[src/rtl/writeback_beats.sv]
// -----------------------------------------------------------------------------
// writeback_beats
//
// Multi-beat result writer. Accepts one wide result (BEATS x DATA_W bits) per
// in_valid/in_ready handshake and emits it toward the result memory as BEATS
// consecutive DATA_W-bit beats at addresses base, base+stride, base+2*stride...
// (ADDR_W-bit wrap-around). A one-entry pending slot lets the next result be
// accepted while the current one is still being written, so back-to-back
// results stream with no idle cycle between them.
//
// Ports
//   CLK, RESETn          clock (rising edge), asynchronous active-low reset
//   in_valid/in_ready    result handshake; in_ready depends on registered
//                        state only (pending slot empty)
//   in_q                 result, beat k = in_q[k*DATA_W +: DATA_W]
//   in_base, in_stride   address of beat 0, address increment per beat
//   wr_en/wr_ready       beat handshake toward memory; a beat transfers on
//                        wr_en && wr_ready, otherwise wr_* hold stable
//   wr_addr, wr_data     beat address and data (registered)
//   busy                 a beat is being offered or a result is pending
//   done_pulse           one-cycle pulse after each result's final beat
//   done_count           number of completed results, wraps
// -----------------------------------------------------------------------------
module writeback_beats #(
    parameter int ADDR_W = 16,
    parameter int DATA_W = 128,
    parameter int BEATS  = 2,
    parameter int CNT_W  = 16
) (
    input  logic                    CLK,
    input  logic                    RESETn,
    input  logic                    in_valid,
    output logic                    in_ready,
    input  logic [BEATS*DATA_W-1:0] in_q,
    input  logic [ADDR_W-1:0]       in_base,
    input  logic [ADDR_W-1:0]       in_stride,
    output logic                    wr_en,
    input  logic                    wr_ready,
    output logic [ADDR_W-1:0]       wr_addr,
    output logic [DATA_W-1:0]       wr_data,
    output logic                    busy,
    output logic                    done_pulse,
    output logic [CNT_W-1:0]        done_count
);

    localparam int IDX_W = (BEATS > 1) ? $clog2(BEATS) : 1;
    localparam logic [IDX_W-1:0] LAST_IDX = IDX_W'(BEATS - 1);

    typedef enum logic {
        ST_IDLE  = 1'b0,
        ST_WRITE = 1'b1
    } state_t;

    state_t state_reg, state_next;

    // Active slot. The result is held as a shift register: the current beat
    // always sits in the low DATA_W bits, so wr_data is a plain register slice.
    logic [BEATS*DATA_W-1:0] act_beats_reg;
    logic [BEATS*DATA_W-1:0] act_beats_shifted;
    logic [ADDR_W-1:0]       act_stride_reg;
    logic [ADDR_W-1:0]       addr_reg;
    logic [IDX_W-1:0]        beat_idx_reg;

    // Pending slot
    logic                    pend_valid_reg;
    logic [BEATS*DATA_W-1:0] pend_q_reg;
    logic [ADDR_W-1:0]       pend_base_reg;
    logic [ADDR_W-1:0]       pend_stride_reg;

    logic                    done_pulse_reg;
    logic [CNT_W-1:0]        done_count_reg;

    // Control decode
    logic accept;
    logic xfer;
    logic last_beat;
    logic load_from_pend;
    logic load_from_in;
    logic push_pend;

    generate
        if (BEATS > 1) begin : g_shift
            assign act_beats_shifted = {{DATA_W{1'b0}}, act_beats_reg[BEATS*DATA_W-1:DATA_W]};
        end else begin : g_noshift
            assign act_beats_shifted = '0;
        end
    endgenerate

    always_comb begin
        accept         = in_valid && !pend_valid_reg;
        xfer           = (state_reg == ST_WRITE) && wr_ready;
        last_beat      = xfer && (beat_idx_reg == LAST_IDX);
        // A pending result always has priority when the active one finishes;
        // in that cycle in_ready is low so no input can compete with it.
        load_from_pend = last_beat && pend_valid_reg;
        // accept already implies the pending slot is empty.
        load_from_in   = accept && ((state_reg == ST_IDLE) || last_beat);
        push_pend      = accept && (state_reg == ST_WRITE) && !last_beat;
    end

    // ---------------- FSM: state register ----------------
    always_ff @(posedge CLK or negedge RESETn) begin
        if (!RESETn) begin
            state_reg <= ST_IDLE;
        end else begin
            state_reg <= state_next;
        end
    end

    // ---------------- FSM: next state ----------------
    always_comb begin
        state_next = state_reg;
        case (state_reg)
            ST_IDLE: begin
                if (accept) begin
                    state_next = ST_WRITE;
                end
            end
            ST_WRITE: begin
                if (last_beat && !load_from_pend && !load_from_in) begin
                    state_next = ST_IDLE;
                end
            end
            default: state_next = ST_IDLE;
        endcase
    end

    // ---------------- FSM: outputs ----------------
    always_comb begin
        wr_en    = (state_reg == ST_WRITE);
        busy     = (state_reg == ST_WRITE) || pend_valid_reg;
        in_ready = !pend_valid_reg;
    end

    // ---------------- Active slot datapath ----------------
    always_ff @(posedge CLK or negedge RESETn) begin
        if (!RESETn) begin
            act_beats_reg  <= '0;
            act_stride_reg <= '0;
            addr_reg       <= '0;
            beat_idx_reg   <= '0;
        end else if (load_from_pend) begin
            act_beats_reg  <= pend_q_reg;
            act_stride_reg <= pend_stride_reg;
            addr_reg       <= pend_base_reg;
            beat_idx_reg   <= '0;
        end else if (load_from_in) begin
            act_beats_reg  <= in_q;
            act_stride_reg <= in_stride;
            addr_reg       <= in_base;
            beat_idx_reg   <= '0;
        end else if (xfer && !last_beat) begin
            act_beats_reg  <= act_beats_shifted;
            addr_reg       <= addr_reg + act_stride_reg;
            beat_idx_reg   <= beat_idx_reg + IDX_W'(1);
        end
    end

    // ---------------- Pending slot ----------------
    always_ff @(posedge CLK or negedge RESETn) begin
        if (!RESETn) begin
            pend_valid_reg  <= 1'b0;
            pend_q_reg      <= '0;
            pend_base_reg   <= '0;
            pend_stride_reg <= '0;
        end else if (push_pend) begin
            pend_valid_reg  <= 1'b1;
            pend_q_reg      <= in_q;
            pend_base_reg   <= in_base;
            pend_stride_reg <= in_stride;
        end else if (load_from_pend) begin
            pend_valid_reg  <= 1'b0;
        end
    end

    // ---------------- Completion tracking ----------------
    always_ff @(posedge CLK or negedge RESETn) begin
        if (!RESETn) begin
            done_pulse_reg <= 1'b0;
            done_count_reg <= '0;
        end else begin
            done_pulse_reg <= last_beat;
            if (last_beat) begin
                done_count_reg <= done_count_reg + CNT_W'(1);
            end
        end
    end

    assign wr_addr    = addr_reg;
    assign wr_data    = act_beats_reg[DATA_W-1:0];
    assign done_pulse = done_pulse_reg;
    assign done_count = done_count_reg;

endmodule

[config.mk]
export PLATFORM = sky130hd
export DESIGN_NAME = writeback_beats
export DESIGN_NICKNAME = d
export VERILOG_FILES = /design/src/rtl/writeback_beats.sv
export SDC_FILE = /design/constraint.sdc
export NUM_CORES = 1
export LEC_CHECK = 0
export BUFFER_PORTS_ARGS = -buffer_cell sky130_fd_sc_hd__buf_2
export CORE_UTILIZATION = 50
export DETAILED_ROUTE_END_ITERATION = 8
export PLACE_DENSITY_LB_ADDON = 0.08
export SLEW_MARGIN = 20
export SYNTH_ARGS = -nofsm -noshare
export SYNTH_HDL_FRONTEND = slang
export SYNTH_SLANG_ARGS = --single-unit
[constraint.sdc]
create_clock -name CLK -period 2.35 [get_ports CLK]
set_clock_uncertainty 0.2 [all_clocks]
set_input_delay 0.47 -clock CLK [delete_from_list [all_inputs] [get_ports CLK]]
set_output_delay 0.47 -clock CLK [all_outputs]
set_load 0.02 [all_outputs]
==> results.md, run 1 <==
* Max Freq at 434 MHz
* Largest net degree at the start of global routing at 155
* P_int at 29000 uW
* Max IR drop VDD at 0.769 mV
* Fin. Hold Viols at 0
* Setup ws final at 0.0448 ns
* Clock power share at 23.2%
* Post-synthesis instance area at 26700 um^2
* Root Driver: clkbuf_16
* Synth Instances at 2499
* Req. time, crit path at 2.61 ns
* PortBufs at 455
* CTS max path bufs at 3
* Core Box Area at 52700 um^2
* Pre-CTS setup slack at -0.0497 ns
* Nets at 3430
* Ranking of synthesized cells by area: dfrtp_1 (56%), mux2_2 (9.5%), nand2_1 (6.3%)
* Via Count at 21421
* TritonCTS clock tree: done
* Reg area at 14900 um^2
* DP Area at 29600 um^2
* Wire length per cell at 19.3 um
* Htree depth at 3
* DRT Pass-1 Iters at 9
* Crit path max fanout at 154
* Worst Max-Slew Pin Slew at 0.725 ns
* Status: finished with violations
* Total power draw at 45100 uW
* Starting Density at 50.7%
* Net switching power figure at 16100 uW
* FILL cells at 4056
* Cell variety after synth at 46
* GR Util All Layers at 26.9%
* Reg clk slew, reported paths at 0.06 ns
* HPWL Detailed at 48100 um
* First-pass GRT wire length at 116000 um
* Setup Viol. Count Final at 0
* Worst-Skew Late Latency at 0.59 ns
* Max Transition Viols Final at 0
* Hold Crit Class: in2reg
* CP Launch Type: flip-flop
* Die outline width at 233 um
* Die area at 54300 um^2
* Minimum clock period at 2.31 ns
* Clock Sink Count at 596
* Worst hold slack at 0.0731 ns
* Violated checks: DRC
* Vias in the first global route at 21700
* Fraction of layout cells with a size suffix above 1 at 28.9%
* Gate power share at 38.6%
* Syn_nets at 2808
* # DRC at 1
* Worst Setup End Kind: flip-flop
* Vias per Instance at 5.54
* Initial antenna violation count at 14
* CTS Buf Count at 67
* CP arrival at 2.56 ns
* Final Cycle Share at 98.1%
* Ys flop type: dfrtp_1
* Unrepaired setup endpoints after global routing: yes
* Part of the Yosys area used for sequential elements at 55.9%
* Post-synth EDFFs at 0
* Core Util, Final at 66.3%
* FP Rows at 84
* DRT antenna net count at 0
* Post-synth ARST share at 100%
* Synth top area share at 55.9%
* Gr ovfl total at 0
* Synth Area per Inst at 10.7 um^2
* Die H at 233 um
* Critical path class: reg2reg
* #FFs+latches synth at 596
* Leakage Power at 0.0167 uW
* Initial DRC count at 1908
* Flop2flop setup slack at 0.04 ns
* Biggest area consumer among synthesized cells: dfrtp_1
* PD cells at 1290 nW/um^2
* Max-cap viol count at 0
* Synth-to-Final Area Change at 30.7%
* RePlAce Congestion at 0.860
* Io pins at 456
* Routed wire length at 74700 um
* Post-layout instance area at 34900 um^2
* Most common cell after layout, fill and taps aside: dfrtp_1
* Sw Share at 35.7%
* Synth Warn # at 0
* Multi-input logic area at 9640 um^2
* Most frequent cells in the layout: dfrtp_1 (596), buf_2 (454), nand2_1 (449)
* Share of power burned in registers at 38.2%
* Max-slew headroom at 51.7%
[metal layers]
metal / global-route usage, % / wire length, um / part of all wire, %
met5: 0 / 10 / 0.013
met4: 10.2 / 2260 / 3.0
met3: 5.26 / 4220 / 5.6
met2: 43.5 / 36100 / 48
met1: 35.8 / 32100 / 43
[critical path, stage by stage, from the launching register on]
cell	delay [ns]
dfrtp_1	0.41
buf_4	0.17
inv_2	0.07
nor2_1	0.05
or3_4	0.40
buf_12	0.27
a222oi_1	0.41
inv_1	0.08
[kinds of logic (layout without fill, tap and decap cells)]
| group | after synthesis | after routing | synth area share [%] |
|---|---|---|---|
| AOI/OAI and AO/OA | 614 | 614 | 14.4 |
| xor gates and xnor gates | 30 | 30 | 0.984 |
| adders and majority gates | 17 | 17 | 0.825 |
| buffers and inverters | 442 | 1106 | 8.35 |
| DFF | 596 | 596 | 55.9 |
| muxes | 288 | 288 | 12.1 |
| other | 0 | 18 | 0 |
| and+or+nand+nor | 512 | 512 | 7.47 |
[area by class of cell]
type                       instances  share of cell area (%)
multi-input combinational       1461                    27.6
sequential                       596                    42.7
antenna                           18                   0.129
timing repair buffer             857                    19.3
clock buffer                      96                    5.62
tap                              688                    2.47
clock inverter                    15                   0.595
inverter                         138                    1.49
[cells in the mapped netlist (16+ instances only)]
cell type  instances
o21ai_0           76
buf_2             62
mux2_2           225
ha_1              16
a21oi_1          277
clkbuf_1         105
buf_4            129
a31oi_1           20
mux2_1            63
nand2_1          449
o21ai_1           84
a222oi_1         137
xnor2_1           20
inv_1            136
dfrtp_1          596
nor2_1            34
[path summary, 6_finish.rpt]
kind	depth (start not counted)	start	endpoint
max in group asynchronous	4	RESETn	act_beats_reg[47]$_DFFE_PN0P_
setup reg to reg	7	wr_en$_DFF_PN0_	act_beats_reg[236]$_DFFE_PN0P_
hold / removal	4	in_valid	beat_idx_reg$_DFFE_PN0P_
min in group asynchronous	2	RESETn	act_beats_reg[101]$_DFFE_PN0P_
hold reg to reg	1	done_count[15]$_DFFE_PN0P_	done_count[15]$_DFFE_PN0P_
setup / recovery	7	wr_en$_DFF_PN0_	act_beats_reg[236]$_DFFE_PN0P_
[power groups by stage]
stage	Sequential [uW]	Clock (uW)	Combinational, uW
finish	17200	10400	17400
global route	17700	11000	19100
CTS	17100	10700	17100
detailed placement	17300	0	16600
global placement	17000	0	16100
floorplan	16700	0	12400
[repair_timing]
| action | CTS | global route |
|---|---|---|
| setup endpoints to repair | 5 | 78 |
| endpoints found under the hold margin | 512 | 0 |
| buffers inserted | 0 | 5 |
| pin swaps | 2 | 11 |
| gates resized for setup | 3 | 14 |
| hold buffers | 289 | 0 |
| cloned | 0 | 3 |
[through the flow]
step | cells | setup TNS, ns
after global placement | 3443 | -0.00768
final | 3869 | 0
after CTS | 3843 | 0
after detailed placement | 3443 | -0.334
after global routing | 3864 | -0.103
after floorplan | 2499 | 0
Note: power is estimated with default switching activity, not from simulation.
==> run 2, diff against run 1 <==
--- a/config.mk
+++ b/config.mk
@@ -6,7 +6,9 @@
 export NUM_CORES = 1
 export LEC_CHECK = 0
 export BUFFER_PORTS_ARGS = -buffer_cell sky130_fd_sc_hd__buf_2
-export CORE_UTILIZATION = 50
+export CELL_PAD_IN_SITES_DETAIL_PLACEMENT = 1
+export CELL_PAD_IN_SITES_GLOBAL_PLACEMENT = 1
+export CORE_UTILIZATION = 40
 export DETAILED_ROUTE_END_ITERATION = 8
 export PLACE_DENSITY_LB_ADDON = 0.08
 export SLEW_MARGIN = 20
==> run 2 against run 1 <==
Critical path type unchanged. Register-to-register slack improved by 0.02 ns. Sequential share of layout area fell by 0.33 points. The run now ends clean. Final cell count rose by 5.0%.
==> results.md, run 2 (same netlist as run 1, synthesis figures left out) <==
* Reg clk slew, reported paths at 0.06 ns (about the same)
* Htree depth at 3 (unchanged)
* Setup Viol. Count Final at 0 (unchanged)
* Fraction of layout cells with a size suffix above 1 at 29.3% (+0.45 points)
* Max-cap viol count at 0 (unchanged)
* GR Util All Layers at 24.4% (-2.5 points)
* Flop2flop setup slack at 0.06 ns (+0.02 ns)
* Die area at 67800 um^2 (+25%)
* Post-layout instance area at 35200 um^2 (+0.82%)
* Hold Crit Class: in2reg
* FP Rows at 94 (+12%)
* Core Box Area at 65900 um^2 (+25%)
* Most frequent cells in the layout: dfrtp_1 (592), buf_2 (454), nand2_1 (449)
* DP Area at 29900 um^2 (+1.0%)
* PortBufs at 455 (unchanged)
* Max-slew headroom at 63.9% (+12 points)
* Max Freq at 437 MHz (+0.81%)
* PD cells at 1300 nW/um^2 (+0.44%)
* Gate power share at 38.8% (+0.2 points)
* DRT antenna net count at 0 (unchanged)
* CTS max path bufs at 3 (unchanged)
* CTS Buf Count at 69 (+3.0%)
* Critical path class: reg2reg
* Worst reg2reg endpoint: act_beats_reg[180]$_DFFE_PN0P_
* Crit path max fanout at 49 (-68%)
* Gr ovfl total at 0 (unchanged)
* Synth-to-Final Area Change at 31.8%
* First-pass GRT wire length at 131000 um (+13%)
* Final cell count without fillers at 4061 (+5.0%)
* Hold_sp: wr_ready
* Root Driver: clkbuf_16
* Final Cycle Share at 97.3% (-0.79 points)
* Vias in the first global route at 23709 (+9.3%)
* Via Count at 21701 (+1.3%)
* DRT Pass-1 Iters at 7 (-2)
* Sw Share at 36.5% (+0.84 points)
* WHS Endpoint: beat_idx_reg$_DFFE_PN0P_
* Total power draw at 45600 uW (+1.3%)
* Io pins at 456 (unchanged)
* Worst Max-Slew Pin Slew at 0.542 ns (-0.183 ns)
* Largest net degree at the start of global routing at 90 (-42%)
* Initial antenna violation count at 17 (+3)
* Vias per Instance at 5.34 (-3.5%)
* Routed wire length at 83600 um (+12%)
* Max Transition Viols Final at 0 (unchanged)
* Minimum clock period at 2.29 ns (-0.0185 ns)
* Worst Setup End Kind: flip-flop
* HPWL Detailed at 55400 um (+15%)
* Crit Reg-Reg Startpoint: wr_en$_DFF_PN0_
* CP Launch Type: flip-flop
* Fin. Hold Viols at 0 (unchanged)
* Reg2Reg Depth at 7 (unchanged)
* Die outline width at 260 um (+12%)
* Wire length per cell at 20.6 um (+6.5%)
* Worst Hold Path Cells at 4 (unchanged)
* Initial DRC count at 1861 (-2.5%)
* Most common cell after layout, fill and taps aside: dfrtp_1
* Leakage Power at 0.0168 uW (+0.27%)
* Total placed cells including tap cells at 3631 (+5.5%)
* Starting Density at 40.5% (-10 points)
* Net switching power figure at 16700 uW (+3.6%)
* P_int at 29000 uW (about the same)
* Share of power burned in registers at 38.0% (-0.2 points)
* Status: completed
* Clock power share at 23.2% (about the same)
* Worst-Skew Late Latency at 0.60 ns (about the same)
* Max IR drop VDD at 0.608 mV (-21%)
* Die H at 260 um (+12%)
* # DRC at 0 (-1)
* Req. time, crit path at 2.62 ns (about the same)
* Nets at 3440 (+0.29%)
* Clock Sink Count at 596 (unchanged)
* TritonCTS clock tree: done
* RePlAce Congestion at 0.807 (-6.2%)
* CP arrival at 2.55 ns (about the same)
-- run 2: cell type report --
cell class / count / area [um^2]
diodes: 14 / 35.0
fillers: 7130 / 30700
multi-input cells: 1461 / 9640
clock buffers: 100 / 1990
clock inverters: 23 / 219
well taps: 864 / 1080
repair buffers: 865 / 6770
inverters: 138 / 519
flip-flops and latches: 596 / 14900
-- run 2: worst max-delay path by stage --
stage | end | slack, ns | cells after the start | startpoint
after floorplan | wr_addr[14]$_DFFE_PN0P_ | 0.02 | 8 | wr_addr[0]$_DFFE_PN0P_
after global placement | wr_addr[14]$_DFFE_PN0P_ | -0.05 | 8 | wr_addr[0]$_DFFE_PN0P_
after detailed placement | wr_addr[14]$_DFFE_PN0P_ | -0.05 | 8 | wr_addr[0]$_DFFE_PN0P_
after CTS | wr_addr[14]$_DFFE_PN0P_ | 0.01 | 8 | wr_addr[0]$_DFFE_PN0P_
after global routing | act_beats_reg[27]$_DFFE_PN0P_ | -0.02 | 9 | wr_en$_DFF_PN0_
final | act_beats_reg[180]$_DFFE_PN0P_ | 0.06 | 7 | wr_en$_DFF_PN0_
-- run 2: per-stage QoR --
| stage | util [%] | setup WS, ns | hold slack, ns | TNS (ns) |
|---|---|---|---|---|
| 2_1_floorplan | - | 0.0156 | -0.0256 | 0 |
| 3_3_place_gp | 45.4 | -0.0497 | 0.180 | -0.0810 |
| 3_5_place_dp | 45.4 | -0.0527 | 0.176 | -0.0878 |
| 4_1_cts | 53.2 | 0.0114 | 0.0144 | 0 |
| 5_1_grt | 53.4 | -0.0158 | 0.0736 | -0.0245 |
| 6_report | 53.4 | 0.0633 | 0.0630 | 0 |
-- run 2: worst max-delay path: stages (launching register included) --
cell,delay (ns)
dfrtp_2,0.48
inv_1,0.14
nor2_1,0.07
or3_4,0.41
buf_12,0.20
buf_12,0.20
a222oi_1,0.34
inv_1,0.10
-- run 2: per-layer routing --
metal	global-route usage, %	wire length, um	vias up	share of wire [%]
met5	0	43	-	0.051
met4	8.50	2300	8	2.7
met3	4.47	3850	133	4.6
met2	41.6	41900	519	50
met1	30.9	35500	11156	42
li1	-	-	9885	-
-- run 2: repair_timing --
action | CTS | global route
hold buffers | 289 | 0
gates resized for setup | 2 | 18
endpoints found under the setup margin | 4 | 32
cloned | 0 | 2
pin swaps | 1 | 7
hold endpoints to repair | 831 | 0
buffers inserted | 0 | 2
-- run 2: power by group through the flow --
stage	Sequential, uW	Clock (uW)	Combinational [uW]
3_5_place_dp	17400	0	17200
4_1_cts	17300	10900	17700
5_1_grt	17800	11200	19600
2_1_floorplan	16700	0	12400
3_3_place_gp	17100	0	16600
6_report	17300	10600	17700
